[config.mk]
export PLATFORM = sky130hd
export DESIGN_NAME = decode_stage
export DESIGN_NICKNAME = d
export VERILOG_FILES = /design/src/rtl/decode_stage.sv
export SDC_FILE = /design/constraint.sdc
export NUM_CORES = 1
export LEC_CHECK = 0
export CAP_MARGIN = 20
export CELL_PAD_IN_SITES_DETAIL_PLACEMENT = 0
export CELL_PAD_IN_SITES_GLOBAL_PLACEMENT = 1
export CORE_MARGIN = 4
export CORE_UTILIZATION = 29
export DETAILED_ROUTE_END_ITERATION = 6
export PLACE_DENSITY_LB_ADDON = 0.08
export SLEW_MARGIN = 5
export SYNTH_ARGS = -nofsm -noshare
export SYNTH_HDL_FRONTEND = slang
export SYNTH_SLANG_ARGS = --single-unit
[constraint.sdc]
create_clock -name clk -period 1.75 [get_ports clk]
set_input_delay 0.35 -clock clk [delete_from_list [all_inputs] [get_ports clk]]
set_output_delay 0.35 -clock clk [all_outputs]
set_load 0.05 [all_outputs]
[src/rtl/decode_stage.sv]
// decode_stage: one-cycle instruction-decode register stage feeding the
// operand shifter. Splits a fetched 32-bit ARM word into the field set
// consumed downstream, classifies it, evaluates its condition code against
// the current flags, and supports stall/flush from hazard and branch logic.
module decode_stage (
  input  logic        clk,
  input  logic        reset,
  input  logic        instr_valid,
  input  logic [31:0] instr,
  input  logic [31:0] pc,
  input  logic [31:0] rnData,
  input  logic [31:0] rmData,
  input  logic [3:0]  flags,
  input  logic        stall,
  input  logic        flush,
  output logic        instr_ready,
  output logic        ex_valid,
  output logic        undef,
  output logic [4:0]  opcode,
  output logic        immediateOperand,
  output logic [1:0]  shiftType,
  output logic [3:0]  rotateVal,
  output logic [4:0]  rm_shift,
  output logic [7:0]  immediateVal,
  output logic [11:0] immediateOffset,
  output logic [7:0]  rm_shiftSDT,
  output logic [23:0] branchOffset,
  output logic [3:0]  rd,
  output logic [3:0]  rn,
  output logic [3:0]  rm,
  output logic        setFlags,
  output logic [4:0]  sdtBits,
  output logic        branchLink,
  output logic        condPass,
  output logic [31:0] rnData_q,
  output logic [31:0] rmData_q,
  output logic [31:0] pc_q
);

  localparam logic [4:0] OP_SDT    = 5'b10000;
  localparam logic [4:0] OP_BRANCH = 5'b10001;

  // Condition-code evaluation; nzcv is {N,Z,C,V}. Code 1111 is never taken.
  function automatic logic cond_pass(input logic [3:0] cond, input logic [3:0] nzcv);
    logic n, z, c, v;
    logic res;
    n = nzcv[3];
    z = nzcv[2];
    c = nzcv[1];
    v = nzcv[0];
    case (cond)
      4'b0000: res = z;
      4'b0001: res = !z;
      4'b0010: res = c;
      4'b0011: res = !c;
      4'b0100: res = n;
      4'b0101: res = !n;
      4'b0110: res = v;
      4'b0111: res = !v;
      4'b1000: res = c && !z;
      4'b1001: res = !c || z;
      4'b1010: res = (n == v);
      4'b1011: res = (n != v);
      4'b1100: res = !z && (n == v);
      4'b1101: res = z || (n != v);
      4'b1110: res = 1'b1;
      default: res = 1'b0;
    endcase
    return res;
  endfunction

  // Stage p0: combinational classification of the incoming word
  logic [2:0] cls_p0;
  logic       is_dp_p0;
  logic       is_sdt_p0;
  logic       is_br_p0;
  logic       is_mul_p0;
  logic       is_regshift_p0;
  logic       unsup_p0;
  logic [4:0] opcode_p0;
  logic       cond_p0;
  logic       take_p0;

  // Classify the instruction and derive the class-dependent outputs.
  always_comb begin
    cls_p0         = instr[27:25];
    is_dp_p0       = (cls_p0[2:1] == 2'b00);
    is_sdt_p0      = (cls_p0[2:1] == 2'b01);
    is_br_p0       = (cls_p0 == 3'b101);
    // Multiply shares the data-processing encoding space; 1001 in [7:4]
    // with [27:22] clear marks it.
    is_mul_p0      = (instr[27:22] == 6'b000000) && (instr[7:4] == 4'b1001);
    // Register-specified shift amounts are not handled by the shifter.
    is_regshift_p0 = is_dp_p0 && !instr[25] && instr[4];
    unsup_p0       = (cls_p0 == 3'b100) || (cls_p0[2:1] == 2'b11) ||
                     is_mul_p0 || is_regshift_p0;
    if (is_sdt_p0) begin
      opcode_p0 = OP_SDT;
    end else if (is_br_p0) begin
      opcode_p0 = OP_BRANCH;
    end else begin
      opcode_p0 = {1'b0, instr[24:21]};
    end
    cond_p0 = cond_pass(instr[31:28], flags);
    take_p0 = instr_valid && !flush;
  end

  assign instr_ready = !stall;

  // Stage p1: control registers -- live/undef status of the captured slot.
  always_ff @(posedge clk) begin
    if (reset) begin
      ex_valid <= 1'b0;
      undef    <= 1'b0;
    end else if (!stall) begin
      ex_valid <= take_p0 && !unsup_p0;
      undef    <= take_p0 && unsup_p0;
    end else begin
      // Held slot: undef is a pulse and must not repeat; a flush still kills.
      undef <= 1'b0;
      if (flush) begin
        ex_valid <= 1'b0;
      end
    end
  end

  // Stage p1: field and operand registers, loaded on every accepted cycle.
  always_ff @(posedge clk) begin
    if (reset) begin
      opcode           <= '0;
      immediateOperand <= 1'b0;
      shiftType        <= '0;
      rotateVal        <= '0;
      rm_shift         <= '0;
      immediateVal     <= '0;
      immediateOffset  <= '0;
      rm_shiftSDT      <= '0;
      branchOffset     <= '0;
      rd               <= '0;
      rn               <= '0;
      rm               <= '0;
      setFlags         <= 1'b0;
      sdtBits          <= '0;
      branchLink       <= 1'b0;
      condPass         <= 1'b0;
      rnData_q         <= '0;
      rmData_q         <= '0;
      pc_q             <= '0;
    end else if (!stall) begin
      opcode           <= opcode_p0;
      immediateOperand <= instr[25];
      shiftType        <= instr[6:5];
      rotateVal        <= instr[11:8];
      rm_shift         <= instr[11:7];
      immediateVal     <= instr[7:0];
      immediateOffset  <= instr[11:0];
      rm_shiftSDT      <= instr[11:4];
      branchOffset     <= instr[23:0];
      rd               <= instr[15:12];
      rn               <= instr[19:16];
      rm               <= instr[3:0];
      setFlags         <= is_dp_p0 ? instr[20] : 1'b0;
      sdtBits          <= is_sdt_p0 ? instr[24:20] : 5'b00000;
      branchLink       <= is_br_p0 ? instr[24] : 1'b0;
      condPass         <= cond_p0;
      rnData_q         <= rnData;
      rmData_q         <= rmData;
      pc_q             <= pc;
    end
  end

endmodule
# After elaboration in Yosys (flattened, before gate mapping)
# Cells that the tools add are included.
dict set report word_totals {
  output_inout_bits 188
  register_bits 187
  in_bits 137
  word_cells 76
}
dict set report op_classes {
  reduce_logical 25
  n_mux 8
  n_eq_ne 22
}
# cell n
set ops {}
lappend ops {{$eq A4 B4 Y1 const B} 8}
lappend ops {{$eq A4 B3 Y1 const B} 4}
lappend ops {{$mux W5} 3}
lappend ops {{$pmux W1 S15} 1}
lappend ops {{$eq A4 B2 Y1 const B} 2}
lappend ops {{$logic_and A1 B1 Y1} 8}
lappend ops {{$logic_not A1 Y1} 8}
lappend ops {{$eq A3 B3 Y1 const B} 2}
lappend ops {{$logic_not A6 Y1} 1}
lappend ops {{$logic_or A1 B1 Y1} 5}
lappend ops {{$eq A4 B1 Y1 const B} 1}
lappend ops {{$logic_not A4 Y1} 1}
lappend ops {{$mux W1} 4}
lappend ops {{$eq A2 B1 Y1 const B} 1}
lappend ops {{$eq A2 B2 Y1 const B} 1}
lappend ops {{$logic_not A2 Y1} 1}
lappend ops {{$ne A2 B1 Y1 const B} 1}
lappend ops {{$reduce_or A2 Y1} 1}
lappend ops {{$eq A1 B1 Y1} 1}
lappend ops {{$ne A1 B1 Y1} 1}

# Longest topological paths before layout
dict set report logic_depth {
  ltp_word 7
  depth_mapped 6
}

# Worst setup path after synthesis
# Ideal clock, no wire load.
dict set report synth_timing {
  kind {input -> output}
  startpoint {input port stall}
  endpoint {output port instr_ready}
  required_ns 1.400
  cell_stages 3
  arrival_time_ns 1.003
  setup_slack_ns 0.397
  path_cell_list {buf_2 buf_2 inv_1}
}
dict set report synth_via {
  elab_chain_cells 1
}
# element line
set synth_lines {}
lappend synth_lines {{start: declaration} 14} ;# input logic stall,
lappend synth_lines {{$logic_not A1 Y1} --}
lappend synth_lines {{end: declaration} 16} ;# output logic instr_ready,
# No other way between the ends.

# Final worst setup path
dict set report layout_timing {
  startpoint {input port flags[0]}
  endpoint {register condPass}
}
dict set report layout_via {
  elab_chain_cells 3
}
# element line
set layout_lines {}
lappend layout_lines {{start: declaration} 13} ;# input logic [3:0] flags,
lappend layout_lines {{$ne A1 B1 Y1 / $eq A1 B1 Y1 (equally long branches)} --}
lappend layout_lines {{$logic_or A1 B1 Y1 / $logic_and A1 B1 Y1 (equally long branches)} {65, 64}}
lappend layout_lines {{$pmux W1 S15 *} 51} ;# case (cond)
lappend layout_lines {{end signal: assignment} 165} ;# condPass <= cond_p0;
lappend layout_lines {{end: declaration} 34} ;# output logic condPass,
# Every way passes the cells marked *; elsewhere a longest branch is shown, timed or not.
# A chain may end at the register's enable or synchronous reset.

==> run metrics <==
Antenna Cells 0; RSZ-0062 raised after global routing false; max-cap check violation count 0; FILL cells roughly 1700; clock skew 0 ns; commonest non-fill, non-tap cell in the layout buf_4; post-synthesis area per instance about 10 um2; ys async rst share 0; critical setup path kind input pin to register; count of non-filler cells in the finished layout roughly 1000; clk sink count about 140; share of cells above drive strength 1 0.291; Port Buffers between 300 and 400; area occupied by multi-input gates 2060 um2; startpoint types input pin; most frequent cells in the layout 200 x buf_4, 136 x dfxtp_1, 135 x nor2_1; Hold Path Class input pin to register; Syn Nets roughly 670; Crit path required time around 2.1 ns; Max Root-Sink Buffers 2; vias in the first global route around 4600; slowest stage delay, CP about 0.45 ns; Row Count just under 50; Initial Util 0.297; ys flop type dfxtp_1; final core occ 0.480; initial drt markers roughly 150; CTS root buf clkbuf_16; critical register-to-register path endpoint condPass; Routed WL between 15 and 20 mm; WHS approximately 0.32 ns; status finished, final reports clean; post-synth top area share 0.507; crit path max fanout 3; fin crit share 0.852; final instance area about 8700 um2; Syn-to-layout area delta 61.6%; worst r2r path cells 3; peak supply drop approximately 630 uV; crit path from flags[0]; clock slew at reported path FFs approximately 0.06 ns; routed via count 4648; Post-synth EDFFs 0; Power Density approximately 1100 nW/um2; antenna violations before repair 0; DIE WIDTH 144 um; setup TNS 0 ns; Nets between 900 and 1000; hold violation count in the final report 0; Final setup viols 0; top cells by area, synth dfxtp_1 51%, mux2i_1 22%, nor2_1 9.4%; crit path to condPass; largest net degree at the start of global routing 56; CTS tree built; total track usage 0.156; Synth cell types 29; DP HPWL 13.1 mm; Final min period 1.49 ns; total die area 20800 um2; DR pass1 iterations 4; GP Congestion ~0.82; post-CTS setup buffers 0; WL per Instance around 16 um; total CTS buffers 17; Slew @ Worst Pin around 0.32 ns; # DRC 0; first-pass GRT wire length around 25 mm; P_leak a little over 4 nW; Critical Path End Type register; Die Y approximately 140 um; worst skew pair latency 0.40 ns; Gate Count Post-Synth 532; #FFs+latches synth roughly 140; vias per cell 4.44; slowest cell on the critical path clkdlybuf4s50_1; Reg area between 2000 and 3000 um2; IO Pins between 300 and 400; core footprint roughly 18000 um2; worst path arrival time ~1.9 ns; FMAX 0.671 GHz; sequential share of the synthesized area 0.507; Syn. warnings 0; H-tree depth 4; Final ANT Viol Nets 0; total congestion overflow 0; Slew Viols, Final 0; FF-to-FF Start condPass; placed insts between 1000 and 1500; Rel. slew slack 0.785; CTS resizes 0; cell area after synthesis between 5000 and 6000 um2; flop2flop setup slack ~0.68 ns; cts hold-fix bufs 0; worst path cell trace clkdlybuf4s50_1 > xnor2_1 > mux2i_1 > or3_1 > a21oi_1 > o31a_1; cell taking the most area after synthesis dfxtp_1; Placement Cell Area 8030 um2
[where the power goes]
| group | internal (mW) | switching (mW) | leakage, nW |
|---|---|---|---|
| logic | 0.797 | 1.29 | 2.68 |
| clock network | 2.50 | 1.35 | 0.317 |
| registers | 3.28 | 0.115 | 1.12 |
[registers in the layout, summed over array words and instances, names as in the netlist]
register	cells
branchLink	1
branchOffset	13
condPass	1
ex_valid	1
immediateOperand	1
immediateVal	6
opcode	5
pc_q	32
rmData_q	32
rm_shift	1
rnData_q	32
rotateVal	3
sdtBits	5
setFlags	1
shiftType	1
undef	1
[logic make-up (layout without fill, tap and decap cells)]
| family | count (synthesis) | in the layout | share of synthesized area |
|---|---|---|---|
| xor+xnor | 3 | 3 | 0.00490 |
| flops | 136 | 136 | 0.507 |
| compound gates | 30 | 30 | 0.0378 |
| simple gates | 157 | 157 | 0.120 |
| mux | 119 | 119 | 0.222 |
| buf+inv | 87 | 374 | 0.108 |
[worst min path at each step]
| stage | endpoint | cells past startpoint | slack [ns] | start |
|---|---|---|---|---|
| 3_5_place_dp | opcode[0] | 2 | 0.49 | opcode[0] |
| 4_1_cts | sdtBits[0] | 2 | 0.31 | reset |
| 6_report | rnData_q[26] | 2 | 0.32 | reset |
| 3_3_place_gp | rnData_q[14] | 2 | 0.48 | rnData_q[14] |
| 2_1_floorplan | undef | 1 | 0.43 | flush |
| 5_1_grt | rnData_q[28] | 2 | 0.31 | reset |
[Yosys cell counts, drive strengths merged (2+ instances only)]
cell type and number:
nor2b 9, nand2b 2, mux2i 119, xnor2 3
buf 71, a22oi 11, nand4b 2, o21ai 2
dfxtp 136, a21oi 9, nand2 2, inv 2
clkbuf 14, nor2 136, nor3 3
[cell type report]
type / instances / area share
clock inverters: 11 / 0.0196
multi-input cells: 309 / 0.238
well taps: 229 / 0.0330
inverters: 2 / 0.000865
flip-flops and latches: 136 / 0.314
clock buffers: 21 / 0.0542
repair buffers: 340 / 0.341
[routing by layer]
layer / global-route usage / up-vias / routed length [um]
li1: - / 2266 / -
met1: 0.158 / 2162 / 6130
met2: 0.290 / 210 / 8970
met3: 0.0685 / 10 / 1730
met4: 0.0451 / 0 / 183
met5: 0 / - / 0
[critical path: cells and delay by family]
kind	cells	cell delay, ns
xor+xnor	1	0.28
buf+inv	1	0.45
mux	1	0.15
compound gates	2	0.28
simple gates	1	0.33
[through the flow]
stage	setup slack (ns)	total power [mW]
2_1_floorplan	0.397	4.82
3_3_place_gp	-0.0422	5.54
3_5_place_dp	-0.129	5.57
4_1_cts	0.242	9.49
5_1_grt	0.101	9.74
6_report	0.260	9.34
(Power assumes the default switching activity.)
